<file path="config.mk">
export PLATFORM = sky130hd
export DESIGN_NAME = tomasulo_rs
export DESIGN_NICKNAME = d
export VERILOG_FILES = /design/src/rtl/tomasulo_rs.sv
export SDC_FILE = /design/constraint.sdc
export NUM_CORES = 1
export LEC_CHECK = 0
export CORE_ASPECT_RATIO = 1.5
export CORE_MARGIN = 10
export CORE_UTILIZATION = 54
export DETAILED_ROUTE_END_ITERATION = 6
export DONT_BUFFER_PORTS = 1
export HOLD_SLACK_MARGIN = 0.02
export PLACE_DENSITY = 0.71
export SETUP_SLACK_MARGIN = 0.2
export SLEW_MARGIN = 10
export SYNTH_ARGS = -nofsm -noshare
export SYNTH_HDL_FRONTEND = slang
export SYNTH_SLANG_ARGS = --single-unit
</file>
<file path="constraint.sdc">
create_clock -name clk -period 4.1 [get_ports clk]
set_input_delay 0.82 -clock clk [delete_from_list [all_inputs] [get_ports clk]]
set_output_delay 0.82 -clock clk [all_outputs]
set_load 0.02 [all_outputs]
</file>
<file path="src/rtl/tomasulo_rs.sv">
`default_nettype none
// ============================================================================
// Module      : tomasulo_rs
// Description : Reservation station in front of the execution unit. Holds
//               dispatched ops until both operands are valid, snoops the CDB
//               for operand values, and issues the oldest ready op (or the
//               lowest-index ready op when AGE_EN=0) once per cycle.
//               Optional feature macro: TOMASULO_RS_CDB_BYPASS_EN -- when
//               defined, an operand woken by the CDB is selectable in the
//               same cycle, with the CDB data muxed into the issue register.
// Revision    : 1.0 - initial release
// ============================================================================
module tomasulo_rs #(
    parameter int N       = 4,
    parameter int AGE_EN  = 1,
    parameter int OP_W    = 4,
    parameter int IMM_W   = 16,
    parameter int WORD_W  = 32,
    parameter int TAG_W   = 4,
    parameter int ROBID_W = 4,
    parameter int WA_W    = 5
) (
    input  logic                  clk,
    input  logic                  rst,
    // Dispatch side
    input  logic                  dis_vld,
    output logic                  dis_rdy,
    input  logic [OP_W-1:0]       dis_op,
    input  logic [IMM_W-1:0]      dis_imm,
    input  logic [TAG_W-1:0]      dis_tag,
    input  logic [ROBID_W-1:0]    dis_robid,
    input  logic [WA_W-1:0]       dis_wa,
    input  logic [1:0]            dis_src_rdy,
    input  logic [2*TAG_W-1:0]    dis_src_tag,   // [TAG_W-1:0] is operand 0
    input  logic [2*WORD_W-1:0]   dis_src_data,  // [WORD_W-1:0] is operand 0
    // Common data bus
    input  logic                  cdb_vld,
    input  logic [TAG_W-1:0]      cdb_tag,
    input  logic [WORD_W-1:0]     cdb_wdata,
    input  logic [ROBID_W-1:0]    cdb_robid,
    input  logic [WA_W-1:0]       cdb_wa,
    // Issue side
    output logic                  iss_vld,
    output logic [OP_W-1:0]       iss_op,
    output logic [2*WORD_W-1:0]   iss_rdata,     // {rdata[1], rdata[0]}
    output logic [IMM_W-1:0]      iss_imm,
    output logic [TAG_W-1:0]      iss_tag,
    output logic [ROBID_W-1:0]    iss_robid,
    output logic [WA_W-1:0]       iss_wa
);

    localparam int IDX_W = (N > 1) ? $clog2(N) : 1;

    // ------------------------------------------------------------------
    // Entry state
    // ------------------------------------------------------------------
    logic [N-1:0]        vld_q,   vld_d;
    logic [OP_W-1:0]     op_q    [N];
    logic [OP_W-1:0]     op_d    [N];
    logic [IMM_W-1:0]    imm_q   [N];
    logic [IMM_W-1:0]    imm_d   [N];
    logic [TAG_W-1:0]    rtag_q  [N];
    logic [TAG_W-1:0]    rtag_d  [N];
    logic [ROBID_W-1:0]  robid_q [N];
    logic [ROBID_W-1:0]  robid_d [N];
    logic [WA_W-1:0]     wa_q    [N];
    logic [WA_W-1:0]     wa_d    [N];
    logic [1:0]          srdy_q  [N];
    logic [1:0]          srdy_d  [N];
    logic [TAG_W-1:0]    stag_q  [N][2];
    logic [TAG_W-1:0]    stag_d  [N][2];
    logic [WORD_W-1:0]   sdata_q [N][2];
    logic [WORD_W-1:0]   sdata_d [N][2];
    // age_q[i][j] = 1 means entry j is older than entry i
    logic [N-1:0]        age_q   [N];
    logic [N-1:0]        age_d   [N];
    logic                init_q,  init_d;

    // Issue register
    logic                iss_vld_q,   iss_vld_d;
    logic [OP_W-1:0]     iss_op_q,    iss_op_d;
    logic [2*WORD_W-1:0] iss_rdata_q, iss_rdata_d;
    logic [IMM_W-1:0]    iss_imm_q,   iss_imm_d;
    logic [TAG_W-1:0]    iss_tag_q,   iss_tag_d;
    logic [ROBID_W-1:0]  iss_robid_q, iss_robid_d;
    logic [WA_W-1:0]     iss_wa_q,    iss_wa_d;

    // ------------------------------------------------------------------
    // Combinational helpers
    // ------------------------------------------------------------------
    logic [1:0]          w_wake      [N];
    logic [1:0]          w_opnd_rdy  [N];
    logic [WORD_W-1:0]   w_opnd_data [N][2];
    logic [N-1:0]        w_ready;
    logic [N-1:0]        w_sel;
    logic                w_iss_any;
    logic [IDX_W-1:0]    w_iss_idx;
    logic [IDX_W-1:0]    w_alloc_idx;
    logic                w_free_found;
    logic                w_alloc;
    logic                cdb_unused;

    // The RS only needs tag and data from the CDB
    assign cdb_unused = ^{cdb_robid, cdb_wa};

    // Dispatch is allowed once reset has been released and an entry is free
    assign dis_rdy = init_q & ~(&vld_q);
    assign w_alloc = dis_vld & dis_rdy;
    assign init_d  = 1'b1;

    // CDB tag match per waiting operand and the operand view used by select
    always_comb begin
        w_ready = '0;
        for (int i = 0; i < N; i++) begin
            for (int k = 0; k < 2; k++) begin
                w_wake[i][k] = cdb_vld & vld_q[i] & ~srdy_q[i][k] &
                               (stag_q[i][k] == cdb_tag);
`ifdef TOMASULO_RS_CDB_BYPASS_EN
                w_opnd_rdy[i][k]  = srdy_q[i][k] | w_wake[i][k];
                w_opnd_data[i][k] = w_wake[i][k] ? cdb_wdata : sdata_q[i][k];
`else
                w_opnd_rdy[i][k]  = srdy_q[i][k];
                w_opnd_data[i][k] = sdata_q[i][k];
`endif
            end
            w_ready[i] = vld_q[i] & (&w_opnd_rdy[i]);
        end
    end

    // Select one ready entry: oldest by age matrix, or lowest index
    generate
        if (AGE_EN != 0) begin : g_age_sel
            for (genvar i = 0; i < N; i++) begin : g_ent
                assign w_sel[i] = w_ready[i] & ~|(age_q[i] & w_ready);
            end
        end else begin : g_idx_sel
            for (genvar i = 0; i < N; i++) begin : g_ent
                localparam logic [N-1:0] LOWER = N'((64'd1 << i) - 64'd1);
                assign w_sel[i] = w_ready[i] & ~|(w_ready & LOWER);
            end
        end
    endgenerate

    // Encode the one-hot select and find the lowest free entry
    always_comb begin
        w_iss_any    = |w_sel;
        w_iss_idx    = '0;
        w_alloc_idx  = '0;
        w_free_found = 1'b0;
        for (int i = 0; i < N; i++) begin
            if (w_sel[i]) begin
                w_iss_idx = IDX_W'(i);
            end
            if (!vld_q[i] && !w_free_found) begin
                w_alloc_idx  = IDX_W'(i);
                w_free_found = 1'b1;
            end
        end
    end

    // Entry update: CDB capture, free on issue, allocate on dispatch
    always_comb begin
        vld_d   = vld_q;
        op_d    = op_q;
        imm_d   = imm_q;
        rtag_d  = rtag_q;
        robid_d = robid_q;
        wa_d    = wa_q;
        srdy_d  = srdy_q;
        stag_d  = stag_q;
        sdata_d = sdata_q;
        age_d   = age_q;

        for (int i = 0; i < N; i++) begin
            for (int k = 0; k < 2; k++) begin
                if (w_wake[i][k]) begin
                    srdy_d[i][k]  = 1'b1;
                    sdata_d[i][k] = cdb_wdata;
                end
            end
        end

        // The issuing entry leaves; nobody may consider it older any more
        if (w_iss_any) begin
            vld_d[w_iss_idx] = 1'b0;
            for (int i = 0; i < N; i++) begin
                age_d[i][w_iss_idx] = 1'b0;
            end
        end

        // The allocated index comes from registered state, so it can never
        // be the entry that is issuing this cycle.
        if (w_alloc) begin
            vld_d[w_alloc_idx]   = 1'b1;
            op_d[w_alloc_idx]    = dis_op;
            imm_d[w_alloc_idx]   = dis_imm;
            rtag_d[w_alloc_idx]  = dis_tag;
            robid_d[w_alloc_idx] = dis_robid;
            wa_d[w_alloc_idx]    = dis_wa;
            age_d[w_alloc_idx]   = vld_q & ~w_sel;
            for (int k = 0; k < 2; k++) begin
                stag_d[w_alloc_idx][k] = dis_src_tag[k*TAG_W +: TAG_W];
                if (dis_src_rdy[k]) begin
                    srdy_d[w_alloc_idx][k]  = 1'b1;
                    sdata_d[w_alloc_idx][k] = dis_src_data[k*WORD_W +: WORD_W];
                end else if (cdb_vld && (cdb_tag == dis_src_tag[k*TAG_W +: TAG_W])) begin
                    // Producer completes in the dispatch cycle itself
                    srdy_d[w_alloc_idx][k]  = 1'b1;
                    sdata_d[w_alloc_idx][k] = cdb_wdata;
                end else begin
                    srdy_d[w_alloc_idx][k]  = 1'b0;
                    sdata_d[w_alloc_idx][k] = '0;
                end
            end
        end
    end

    // Issue register: load the selected entry, otherwise hold the payload
    always_comb begin
        iss_vld_d   = w_iss_any;
        iss_op_d    = iss_op_q;
        iss_rdata_d = iss_rdata_q;
        iss_imm_d   = iss_imm_q;
        iss_tag_d   = iss_tag_q;
        iss_robid_d = iss_robid_q;
        iss_wa_d    = iss_wa_q;
        if (w_iss_any) begin
            iss_op_d    = op_q[w_iss_idx];
            iss_rdata_d = {w_opnd_data[w_iss_idx][1], w_opnd_data[w_iss_idx][0]};
            iss_imm_d   = imm_q[w_iss_idx];
            iss_tag_d   = rtag_q[w_iss_idx];
            iss_robid_d = robid_q[w_iss_idx];
            iss_wa_d    = wa_q[w_iss_idx];
        end
    end

    // Control state and issue register, cleared by reset
    always_ff @(posedge clk) begin
        if (rst) begin
            vld_q       <= '0;
            init_q      <= 1'b0;
            iss_vld_q   <= 1'b0;
            iss_op_q    <= '0;
            iss_rdata_q <= '0;
            iss_imm_q   <= '0;
            iss_tag_q   <= '0;
            iss_robid_q <= '0;
            iss_wa_q    <= '0;
            for (int i = 0; i < N; i++) begin
                age_q[i] <= '0;
            end
        end else begin
            vld_q       <= vld_d;
            init_q      <= init_d;
            iss_vld_q   <= iss_vld_d;
            iss_op_q    <= iss_op_d;
            iss_rdata_q <= iss_rdata_d;
            iss_imm_q   <= iss_imm_d;
            iss_tag_q   <= iss_tag_d;
            iss_robid_q <= iss_robid_d;
            iss_wa_q    <= iss_wa_d;
            age_q       <= age_d;
        end
    end

    // Entry payload is only observed through valid entries, so no reset
    always_ff @(posedge clk) begin
        op_q    <= op_d;
        imm_q   <= imm_d;
        rtag_q  <= rtag_d;
        robid_q <= robid_d;
        wa_q    <= wa_d;
        srdy_q  <= srdy_d;
        stag_q  <= stag_d;
        sdata_q <= sdata_d;
    end

    assign iss_vld   = iss_vld_q;
    assign iss_op    = iss_op_q;
    assign iss_rdata = iss_rdata_q;
    assign iss_imm   = iss_imm_q;
    assign iss_tag   = iss_tag_q;
    assign iss_robid = iss_robid_q;
    assign iss_wa    = iss_wa_q;

endmodule
`default_nettype wire

</file>
==> run metrics, run 1 <==
run status=completed; routability cong.=0.859; hold slack=272 ps; maximum VDD drop=0.418 mV; slowest cell on the critical path=dfxtp_1; Yosys cell types=51; CP peak stage delay=720 ps; syn nets=2855; count leader, synth=a21oi_1; cell breakdown of the critical path=and4b_1, nand4_1, nand4_4, buf_4, buf_4, o21ai_0, a31oi_1; Die Y=287 um; max-cap violation count=0; CP most frequent cell=buf_4; cell count after synthesis=2699; clock net sink count=547; top-area cell type share of the netlist area=29.9%; Setup CP Type=reg2reg; DP Worst Slack=1060 ps; Synth top cells by count=610 x a21oi_1, 383 x dfxtp_1, 259 x mux2i_1; worst path arrival time=3710 ps; area taken by multi-input logic gates=11500 um^2; R2R Path End=iss_rdata[27]$_SDFFE_PP0N_; worst skew pair latency=610 ps; highest achievable clock rate=0.314 GHz; worst hold path class=in2reg; YS warnings=0; hpwl dp=49.4 mm; Final Non-Filler Cells=3101; simple-gate portion of the synthesized area=7.19%; die width=198 um; DRT Pass-1 Iters=6; number of global-route vias before repair=21400; Worst Path Required=4630 ps; Pleak=10.7 nW; delay-heaviest family, CP=buffers and inverters; average vias per placed instance=7.00; Setup crit start kind=register; Synth Flop Type=dfxtp_1; Post-synth EDFFs=164; Worst-path clk slew=70 ps; Tmin final=3180 ps; GRT Total Usage=29.0%; Slew headroom=25.5%; # placed instances=3005; setup tns final=0 ps; clock tree buffer depth=3; RSZ-0062 raised after global routing=no; R2R Path Start=vld_q[3]$_SDFF_PP0_; HP Start=rst; Seq/Total Area, Yosys=49.2%; antenna-violating nets left=0; largest family of logic cells by synthesized area=compound AO/OA/AOI/OAI gates; ys async rst share=0%; post-cts sizing count=0; pin slew with the least headroom to its limit=1120 ps; Die ar.=56700 um^2; # rows=97; core area=46800 um^2; largest net degree at the start of global routing=131; Avg Inst Size Synth=9.49 um^2; CTS tree=built; final setup fails=0; flops & latches, synth=547; DRT iter0 DRCs=2337; Nets=2621; Initial Util=54.7%; drt drc=0; Synth Area in Compound Gates=26.0%; Synth area leaders=dfxtp_1 30%, edfxtp_1 19%, a21oi_1 12%, mux2i_1 10%, o22ai_1 6.3%; Hold Buf Count CTS=0; post-CTS setup buffers=0; total number of vias=21700; Num CTS Buffers=52; final WL=85.6 mm; # IOs=255; final hold vios=0; Overflow after GRT=0; Crit Path Max Fanout=82; post-synthesis mux area share=10.1%; WL/cell=27.6 um; FF/Latch Area=12600 um^2; CP bufs+invs=2; ratio of cells with drive above 1 in the final layout=6.26%; Clock Tree Root=clkbuf_16; FF-to-FF path depth=7; post-synthesis xor/xnor area fraction=1.37%; first-pass GRT wire length=128 mm; hold path cells=1; clock skew=14.4 ps; P per Cell Area=470 nW/um^2; post-synth top area cell=dfxtp_1; antenna violations before repair=1; PnR worst setup slack=916 ps; Reg2Reg Setup Slack=920 ps; CP Capture Type=register; Max Slew Vio Count=0; Fillers=4018; final worst path period share=77.7%; htree depth=2; synthesized cell area=25600 um^2; Worst Hold End=age_q[4]$_SDFF_PP0_; PortBufs=0; Layout area overhead=5.87%; Synth Area in Adders=0%
-- logic make-up after synthesis --
kind of cell / Yosys count
AO/OA/AOI/OAI: 1165
flip-flops: 547
AND/OR/NAND/NOR: 346
buffers and inverters: 342
multiplexers: 259
XOR/XNOR: 40
-- cells in the final DEF (no fill, tap or decap), types with 3 or more instances in the layout --
cell type    n
edfxtp_1   164
o22ai_1    257
buf_4       36
nor2_4       3
nor3_1      11
and4b_1      4
buf_12      13
clkbuf_8     9
nand3_1    107
and2_1      17
a21oi_1    610
or2_4        3
o21ai_0     88
o2bb2ai_1   83
and3_1       6
o21ai_1      9
xnor2_1     30
nand4_1     24
nor3_4       5
mux2i_1    259
inv_6        3
xor2_1      10
clkbuf_16   55
bufinv_16    3
clkbuf_1    15
dfxtp_1    383
nand2_1    112
clkinv_2    11
or3_1       13
nor2_1      15
a31oi_1     98
nor3b_1      7
o211ai_1    13
-- layer usage --
layer  wire length [um]  vias up  track usage, %  share of wire (%)
met5                  0        -               0                  0
met4               4940        0            17.0                5.8
met3              10200      270            9.63                 12
met2              40100     1247            47.2                 47
met1              30300    10500            32.7                 35
li1                   -     9700               -                  -
-- metrics by stage --
stage / utilization, % / instance area (um^2) / total power [mW]
after floorplan: - / 25600 / 7.68
after global placement: 54.2 / 25400 / 7.82
after detailed placement: 54.2 / 25400 / 7.92
after CTS: 57.9 / 27100 / 12.8
after global routing: 57.9 / 27100 / 13.2
final: 57.9 / 27100 / 12.7
-- report_power, final --
group	internal [mW]	switching (mW)
Sequential	6.12	0.466
Combinational	0.594	0.651
Clock	2.81	2.10
-- state kept, by name, indices dropped and copies added, names as in the netlist --
| name | flops |
|---|---|
| age_q | 16 |
| imm_q | 64 |
| init_q | 1 |
| iss_imm | 16 |
| iss_op | 4 |
| iss_rdata | 64 |
| iss_robid | 4 |
| iss_tag | 4 |
| iss_vld | 1 |
| iss_wa | 5 |
| op_q | 16 |
| robid_q | 16 |
| rtag_q | 16 |
| sdata_q | 256 |
| srdy_q | 8 |
| stag_q | 32 |
| vld_q | 4 |
| wa_q | 20 |
-- how the worst max path moves through the flow --
stage	end	start	cells after the start
after global placement	iss_imm[6]$_SDFFE_PP0N_	vld_q[3]$_SDFF_PP0_	7
after CTS	iss_rdata[27]$_SDFFE_PP0N_	vld_q[3]$_SDFF_PP0_	7
after global routing	iss_rdata[22]$_SDFFE_PP0N_	vld_q[3]$_SDFF_PP0_	7
final	iss_rdata[27]$_SDFFE_PP0N_	vld_q[3]$_SDFF_PP0_	7
after floorplan	imm_q[48]$_DFFE_PP_	dis_vld	5
after detailed placement	iss_rdata[27]$_SDFFE_PP0N_	vld_q[3]$_SDFF_PP0_	7
-- layout make-up --
class,count,area share [%]
repair buffers,49,1.96
well taps,594,2.74
diodes,1,0.00923
flip-flops and latches,547,46.4
multi-input cells,1810,42.4
inverters,5,0.129
clock buffers,80,5.76
clock inverters,15,0.554
Note: power is estimated with default switching activity, not from simulation.
==> inputs of run 2 (changes only) <==
==> constraint.sdc (replaced) <==
create_clock -name clk -period 3.3 [get_ports clk]
set_input_delay 0.66 -clock clk [delete_from_list [all_inputs] [get_ports clk]]
set_output_delay 0.66 -clock clk [all_outputs]
set_load 0.02 [all_outputs]
==> run metrics, run 2 (same netlist as run 1, synthesis figures left out) <==
Reg2Reg Setup Slack=550 ps (-370 ps); clock net sink count=547 (unchanged); CP Capture Type=register; P per Cell Area=582 nW/um^2 (+24%); core area=46800 um^2 (unchanged); post-CTS setup buffers=0 (unchanged); Layout area overhead=6.68%; largest net degree at the start of global routing=137 (+4.6%); Worst Hold End=age_q[14]$_SDFF_PP0_; Crit Path Max Fanout=136 (+66%); Overflow after GRT=0 (unchanged); worst hold path class=in2reg; ratio of cells with drive above 1 in the final layout=6.36% (+0.097 points); drt drc=9 (+9); antenna-violating nets left=0 (unchanged); HP Start=rst; total number of vias=21800 (+0.32%); Setup CP Type=reg2reg; Setup crit start kind=register; final WL=86.5 mm (+1.1%); worst skew pair latency=610 ps (about the same); DRT iter0 DRCs=2373 (+1.5%); setup tns final=0 ps (unchanged); Hold Buf Count CTS=0 (unchanged); Worst Path Required=3820 ps (-810 ps); worst path arrival time=3270 ps (-440 ps); # IOs=255 (unchanged); hpwl dp=49.9 mm (+0.95%); max-cap violation count=0 (unchanged); PortBufs=0 (unchanged); DRT Pass-1 Iters=7 (+1); htree depth=2 (unchanged); FF-to-FF path depth=6 (-1); number of inserted diodes=0 (-1); antenna violations before repair=3 (+2); WL/cell=27.8 um (+0.82%); Pleak=10.8 nW (+0.73%); RSZ-0062 raised after global routing=no; Final Cell Area=27300 um^2 (+0.77%); Die Y=287 um (unchanged); Worst-path clk slew=60 ps (about the same); die width=198 um (unchanged); R2R Path Start=vld_q[1]$_SDFF_PP0_; # rows=97 (unchanged); commonest non-fill, non-tap cell in the layout=a21oi_1; Area after DPL=25600 um^2 (+0.78%); Max Slew Vio Count=0 (unchanged); final hold vios=0 (unchanged); clock tree buffer depth=3 (unchanged); pin slew with the least headroom to its limit=841 ps (-277 ps); maximum VDD drop=0.568 mV (+36%); highest achievable clock rate=0.363 GHz (+16%); register with the most flip-flops=sdata_q; final setup fails=0 (unchanged); post-cts sizing count=0 (unchanged); number of global-route vias before repair=21300 (-0.10%); commonest cells after routing, fill and taps aside=610 x a21oi_1, 383 x dfxtp_1, 259 x mux2i_1; Num CTS Buffers=53 (+1.9%); Nets=2630 (+0.34%); GRT Total Usage=29.2% (+0.16 points); DP Worst Slack=673 ps (-383 ps); clock skew=13.6 ps (-0.785 ps); routability cong.=0.878 (+2.2%); first-pass GRT wire length=129 mm (+0.46%); PnR worst setup slack=549 ps (-367 ps); run status=finished with violations; failing checks=design-rule violations; hold path cells=1 (unchanged); R2R Path End=iss_rdata[4]$_SDFFE_PP0N_; CTS tree=built; Slew headroom=43.9% (+18 points); Tmin final=2750 ps (-433 ps); Clock Tree Root=clkbuf_16; average vias per placed instance=7.01 (about the same); Largest register FFs=256 (unchanged); Initial Util=54.7% (unchanged); Die ar.=56700 um^2 (unchanged); final worst path period share=83.4% (+5.7 points)
run 2: cell types whose count changed in the layout (fill, tap and decap cells not counted), sizes merged:
| cell | change |
|---|---|
| diode | -1 |
| clkinv | -2 |
| inv | +1 |
| buf | +8 |
| clkinvlp | +4 |
| bufinv | +1 |
| clkbuf | -3 |
run 2: worst max path at each step:
stage	startpoint	to	slack (ps)
floorplan	dis_vld	imm_q[48]$_DFFE_PP_	300
finish	vld_q[1]$_SDFF_PP0_	iss_rdata[4]$_SDFFE_PP0N_	550
detailed placement	vld_q[1]$_SDFF_PP0_	iss_op[3]$_SDFFE_PP0N_	670
CTS	vld_q[3]$_SDFF_PP0_	iss_wa[1]$_SDFFE_PP0N_	620
global placement	vld_q[3]$_SDFF_PP0_	iss_rdata[57]$_SDFFE_PP0N_	720
global route	vld_q[1]$_SDFF_PP0_	iss_rdata[61]$_SDFFE_PP0N_	350
run 2: area by class of cell:
class	count	area (um^2)
clock inverter	19	206
clock buffer	77	1520
inverter	5	35.0
tap	594	743
multi-input combinational	1810	11500
timing repair buffer	57	728
sequential	547	12600
fill	3879	19500
run 2: per-layer routing:
metal	part of all wire (%)	track usage [%]	vias to the layer above
met5	0.052	0	-
met4	5.4	16.1	6
met3	12	10.6	241
met2	48	48.2	1235
met1	34	32.1	10600
li1	-	-	9713
run 2: worst max-delay path: stages (launching register included):
cell,delay [ps]
dfxtp_1,650
and4b_1,280
nand4_1,440
nand4_4,300
buf_12,360
o21ai_0,170
a31oi_1,200
run 2: per-stage QoR:
step                total power, mW  hold WS [ps]  cells  utilization [%]
CTS                            15.9          95.9   3109             58.3
detailed placement             9.85           457   3013             54.6
global placement               9.74           450   3013             54.6
global route                   16.4          98.2   3109             58.3
floorplan                      9.54           445   2699                -
finish                         15.9           115   3109             58.3
run 2: where the power goes:
part | switching (mW) | internal [mW] | total (mW)
combinational | 0.816 | 0.750 | 1.57
sequential | 0.576 | 7.60 | 8.18
clock | 2.64 | 3.50 | 6.15
